**src/rtl/uart_bus_arbiter.sv**
```systemverilog
// Two-master Wishbone arbiter in front of a single UART slave. It grants round-robin,
// locks the bus for the whole master cycle and times out slaves that never ACK.
module uart_bus_arbiter #(
  parameter int ADDR_WIDTH = 32,
  parameter int DATA_WIDTH = 32,
  parameter int TIMEOUT    = 255
) (
  input  logic                  i_CLK,
  input  logic                  i_RSTN,
  input  logic                  i_M0_CYC,
  input  logic                  i_M0_STB,
  input  logic                  i_M0_WE,
  input  logic [ADDR_WIDTH-1:0] i_M0_ADDR,
  input  logic [DATA_WIDTH-1:0] i_M0_DATA,
  input  logic [3:0]            i_M0_SEL,
  output logic [DATA_WIDTH-1:0] o_M0_DATA,
  output logic                  o_M0_ACK,
  output logic                  o_M0_ERR,
  input  logic                  i_M1_CYC,
  input  logic                  i_M1_STB,
  input  logic                  i_M1_WE,
  input  logic [ADDR_WIDTH-1:0] i_M1_ADDR,
  input  logic [DATA_WIDTH-1:0] i_M1_DATA,
  input  logic [3:0]            i_M1_SEL,
  output logic [DATA_WIDTH-1:0] o_M1_DATA,
  output logic                  o_M1_ACK,
  output logic                  o_M1_ERR,
  output logic                  o_S_CYC,
  output logic                  o_S_STB,
  output logic                  o_S_WE,
  output logic [ADDR_WIDTH-1:0] o_S_ADDR,
  output logic [DATA_WIDTH-1:0] o_S_DATA,
  output logic [3:0]            o_S_SEL,
  input  logic [DATA_WIDTH-1:0] i_S_DATA,
  input  logic                  i_S_ACK,
  output logic [1:0]            o_GNT,
  output logic [7:0]            o_ERR_CNT
);

  typedef enum logic [1:0] {IDLE = 2'd0, GNT0 = 2'd1, GNT1 = 2'd2} state_t;

  localparam logic [15:0] WAIT_LIMIT = 16'(TIMEOUT - 1);

  state_t                state, state_nxt;
  logic                  last_gnt;
  logic [15:0]           wait_cnt;
  logic [7:0]            err_cnt;
  logic                  req0, req1;
  logic                  g_cyc, g_stb, g_we;
  logic [ADDR_WIDTH-1:0] g_addr;
  logic [DATA_WIDTH-1:0] g_data;
  logic [3:0]            g_sel;
  logic                  timeout;

  function automatic logic [7:0] sat_inc8(input logic [7:0] v);
    return (v == 8'hFF) ? v : v + 8'd1;
  endfunction

  assign req0 = i_M0_CYC & i_M0_STB;
  assign req1 = i_M1_CYC & i_M1_STB;

  // last_gnt resets to master 1 so that master 0 wins the first tie
  always_ff @(posedge i_CLK or negedge i_RSTN) begin
    if (!i_RSTN) begin
      state    <= IDLE;
      last_gnt <= 1'b1;
    end else begin
      state <= state_nxt;
      if (state == GNT0 && !i_M0_CYC) last_gnt <= 1'b0;
      if (state == GNT1 && !i_M1_CYC) last_gnt <= 1'b1;
    end
  end

  always_comb begin
    state_nxt = state;
    case (state)
      IDLE: begin
        if (req0 && req1) state_nxt = last_gnt ? GNT0 : GNT1;
        else if (req0)    state_nxt = GNT0;
        else if (req1)    state_nxt = GNT1;
      end
      GNT0:    if (!i_M0_CYC) state_nxt = IDLE;
      GNT1:    if (!i_M1_CYC) state_nxt = IDLE;
      default: state_nxt = IDLE;
    endcase
  end

  always_comb begin
    g_cyc  = 1'b0;
    g_stb  = 1'b0;
    g_we   = 1'b0;
    g_addr = '0;
    g_data = '0;
    g_sel  = '0;
    if (state == GNT0) begin
      g_cyc = i_M0_CYC; g_stb = i_M0_STB; g_we = i_M0_WE;
      g_addr = i_M0_ADDR; g_data = i_M0_DATA; g_sel = i_M0_SEL;
    end else if (state == GNT1) begin
      g_cyc = i_M1_CYC; g_stb = i_M1_STB; g_we = i_M1_WE;
      g_addr = i_M1_ADDR; g_data = i_M1_DATA; g_sel = i_M1_SEL;
    end
  end

  // ACK in the limit cycle suppresses the timeout
  assign timeout = g_stb && !i_S_ACK && (wait_cnt == WAIT_LIMIT);

  always_comb begin
    o_S_CYC   = g_cyc;
    o_S_STB   = g_stb & ~timeout;
    o_S_WE    = g_we;
    o_S_ADDR  = g_addr;
    o_S_DATA  = g_data;
    o_S_SEL   = g_sel;
    o_M0_ACK  = i_S_ACK & (state == GNT0);
    o_M1_ACK  = i_S_ACK & (state == GNT1);
    o_M0_ERR  = timeout & (state == GNT0);
    o_M1_ERR  = timeout & (state == GNT1);
    o_M0_DATA = (state == GNT0) ? i_S_DATA : '0;
    o_M1_DATA = (state == GNT1) ? i_S_DATA : '0;
    o_GNT     = {state == GNT1, state == GNT0};
    o_ERR_CNT = err_cnt;
  end

  always_ff @(posedge i_CLK or negedge i_RSTN) begin
    if (!i_RSTN) begin
      wait_cnt <= '0;
      err_cnt  <= '0;
    end else begin
      if (state == IDLE || i_S_ACK || !g_stb || timeout) wait_cnt <= '0;
      else                                               wait_cnt <= wait_cnt + 16'd1;
      if (timeout) err_cnt <= sat_inc8(err_cnt);
    end
  end

endmodule

```
**config.mk**
```make
export PLATFORM = sky130hd
export DESIGN_NAME = uart_bus_arbiter
export DESIGN_NICKNAME = d
export VERILOG_FILES = /design/src/rtl/uart_bus_arbiter.sv
export SDC_FILE = /design/constraint.sdc
export NUM_CORES = 1
export LEC_CHECK = 0
export ABC_AREA = 1
export BUFFER_PORTS_ARGS = -buffer_cell sky130_fd_sc_hd__buf_2
export CORE_AREA = 2 2 127 129
export CTS_CLUSTER_SIZE = 28
export DETAILED_ROUTE_END_ITERATION = 8
export DIE_AREA = 0 0 129 131
export SETUP_SLACK_MARGIN = 0.3
export SLEW_MARGIN = 20
export SYNTH_ARGS = -nofsm -noshare
export SYNTH_HDL_FRONTEND = slang
export SYNTH_SLANG_ARGS = --single-unit
```
**constraint.sdc**
```tcl
create_clock -name i_CLK -period 1.9 [get_ports i_CLK]
set_input_delay 0.38 -clock i_CLK [delete_from_list [all_inputs] [get_ports i_CLK]]
set_output_delay 0.38 -clock i_CLK [all_outputs]
set_load 0.005 [all_outputs]
```
==> reports/results.ini <==
[power_and_ir_drop]
p_clk_frac=0.109
p_sw_mw=1.79
pwr-share-comb=0.751
power_density_mw_per_mm2=752
intPower_mw=2.67
power_leakage_nw=3.38
peakVddDrop_v=0.000387
seqPwrFrac=0.140
swShare=0.401

[synthesis]
yosys_warnings=0
synth_ff_type=dfrtp_1
synthesis.instances=428
synth-async-reset-ratio=1.00
ys_ff_latch=27
ys_types=24
synthMostInstantiatedCell=nor2_1
synthTopCellsByArea=dfrtp_1 24%, a22o_1 22%, nor2_1 15%
netlist.area_leader.share=0.239
syn-num-nets=608
synth_common_cells=110 x nor2_1, 72 x nand2_1, 69 x a22o_1
syn_area_mm2=0.00272
syn-mean-instance-area_um2=6.36
netlist.top_cell.by_area=dfrtp_1
ys_seq_area_frac=0.249
synth_edf_count=0

[clocking]
clock_path_buffers=2
hold_buffers=0
cts_buffers=3
cts_tree=built
clock-sinks=27
clk_pin_slew_worst_paths_ns=0.07
htree_levels=1
root_buffer=clkbuf_16
clock_latency_ns=0.27

[die]
fp.dieW_um=129
start_util=0.174
die-area_mm2=0.0169
core-area_mm2=0.0156
io_pins=326
rows=46
die_y_um=131

[place]
portBuffers=325
place_area_mm2=0.00469
hpwl_mm=15.5
place_congestion=0.905

[cells_and_area]
drive_gt1_frac=0.572
n_fill_cell=1653
seq_area_um2=678
stdcell_area_mm2=0.00594
area_growth_pct=118
final_core_util=0.381
multi_input_area_mm2=0.00201
fin_nets=963

[critical_path]
crit_fanout=7
cp.required_ns=1.52
start_kind=flop
path_buf_inv=5
critPathTopFamily=buffers and inverters
endpoint_kind=primary output
critPathArrivalTime_ns=1.62
critPathKind=reg -> out
slowest_stage=dfrtp_1
max_stage_delay_ns=0.40
cp_cell_sequence=buf_6, nor2_4, buf_8, buf_12, clkbuf_16, a22o_1, buf_2

[routing]
wire_per_inst_um=20.1
top_layer_used=met5
route.met3.wl_mm=2.51
vias=4466
drt-initial-drc-count=252
drt-total-wl_mm=20.1
viasPerCell=4.46
wl_met2_mm=8.73
ant_nets=0
wl_met1_mm=8.71
dr.pass1.iters=5
drc_errors=0

[sta]
hold_violations=0
worst_pin_slew_ns=0.595
layout_setup_ws_ns=-0.103
maxSlewViolCount=0
setup_viol=121
relSlewSlack=0.603
period_share=1.05
finClkSkew_ns=0.00404
max_freq_ghz=0.499
finalCriticalPeriod_ns=2.00
rsz0062_at_grt=yes

[global_routing]
gr-total-overflow=0
grt_use_total=0.200
grt_pass1_wl_mm=24.6
grt_pass1_vias=3794
antenna_found_initial=4
grt_max_degree=34

[status]
status=finished with violations
violations=setup timing

[flow_run]
max_cap_violations=0

[hold_path]
hp-class=in -> async

-- logic make-up after synthesis --
group,count (synthesis),share of synthesized area
compound gates,78,0.241
fa+ha+maj,3,0.0138
xor+xnor,14,0.0451
buf+inv,87,0.123
flops,27,0.249
simple gates,219,0.328
-- path summary, 6_finish.rpt --
path | start | endpoint | slack (ns) | cells past startpoint
min in group i_CLK | i_M1_CYC | last_gnt$_DFFE_PN1P_ | 0.33 | 2
worst min-delay path | i_RSTN | wait_cnt[2]$_DFF_PN0_ | 0.12 | 1
worst max register to register | state[0]$_DFFE_PN0P_ | o_ERR_CNT[5]$_DFFE_PN0P_ | 0.35 | 11
max in group asynchronous | i_RSTN | wait_cnt[10]$_DFF_PN0_ | 1.36 | 1
worst min register to register | last_gnt$_DFFE_PN1P_ | last_gnt$_DFFE_PN1P_ | 0.51 | 2
worst max-delay path | state[0]$_DFFE_PN0P_ | o_S_ADDR[18] | -0.10 | 7
-- flip-flops by register name (all words and copies together), names as in the netlist --
register,flops
state,2
last_gnt,1
o_ERR_CNT,8
wait_cnt,16
-- final cells by class --
class	count	share of cell area
flip-flops and latches	27	0.114
repair buffers	371	0.442
diodes	3	0.00126
multi-input cells	314	0.339
clock buffers	4	0.0133
well taps	216	0.0455
inverters	66	0.0447
-- cell usage in the layout (no fill, tap or decap), types with 3 or more instances in the layout --
cell type,n
nor2_4,7
buf_16,4
xnor2_1,4
o21ai_0,4
nor3_1,3
xor2_1,10
buf_6,44
nor2_2,32
a22o_4,13
nand2_4,5
nor2_1,74
a22o_1,56
buf_4,13
clkbuf_16,13
nand2_1,67
diode_2,3
buf_12,10
nand3_1,21
inv_1,61
buf_2,288
nand4_1,4
dfrtp_1,25
-- power groups by stage --
stage | combinational (mW) | clock (mW) | sequential (mW)
3_3_place_gp | 2.14 | 0 | 0.640
2_1_floorplan | 0.896 | 0 | 0.636
6_report | 3.36 | 0.487 | 0.623
3_5_place_dp | 2.14 | 0 | 0.641
4_1_cts | 2.74 | 0.503 | 0.621
5_1_grt | 3.55 | 0.518 | 0.626
-- per-stage QoR --
stage | power [mW] | TNS [ns] | hold slack (ns) | cells | setup WS, ns
finish | 4.47 | -5.63 | 0.117 | 1001 | -0.103
global route | 4.69 | -13.93 | 0.179 | 1000 | -0.174
CTS | 3.86 | -2.45 | 0.146 | 982 | -0.0579
detailed placement | 2.78 | 0 | 0.429 | 962 | 0.0979
global placement | 2.78 | 0 | 0.428 | 962 | 0.0799
floorplan | 1.53 | 0 | 0.0844 | 428 | 0.373
-- layer usage --
layer | vias to the layer above | track usage
li1 | 2109 | -
met1 | 2116 | 0.284
met2 | 227 | 0.282
met3 | 12 | 0.0920
met4 | 2 | 0.0249
met5 | - | 0
-- what timing repair did --
action | CTS | global route
endpoints found under the hold margin | 0 | 0
setup buffers | 12 | 5
gates cloned | 4 | 11
gates resized for setup | 83 | 84
pin swaps | 10 | 35
endpoints found under the setup margin | 141 | 163
No activity file was read; power rests on OpenSTA's default activity.
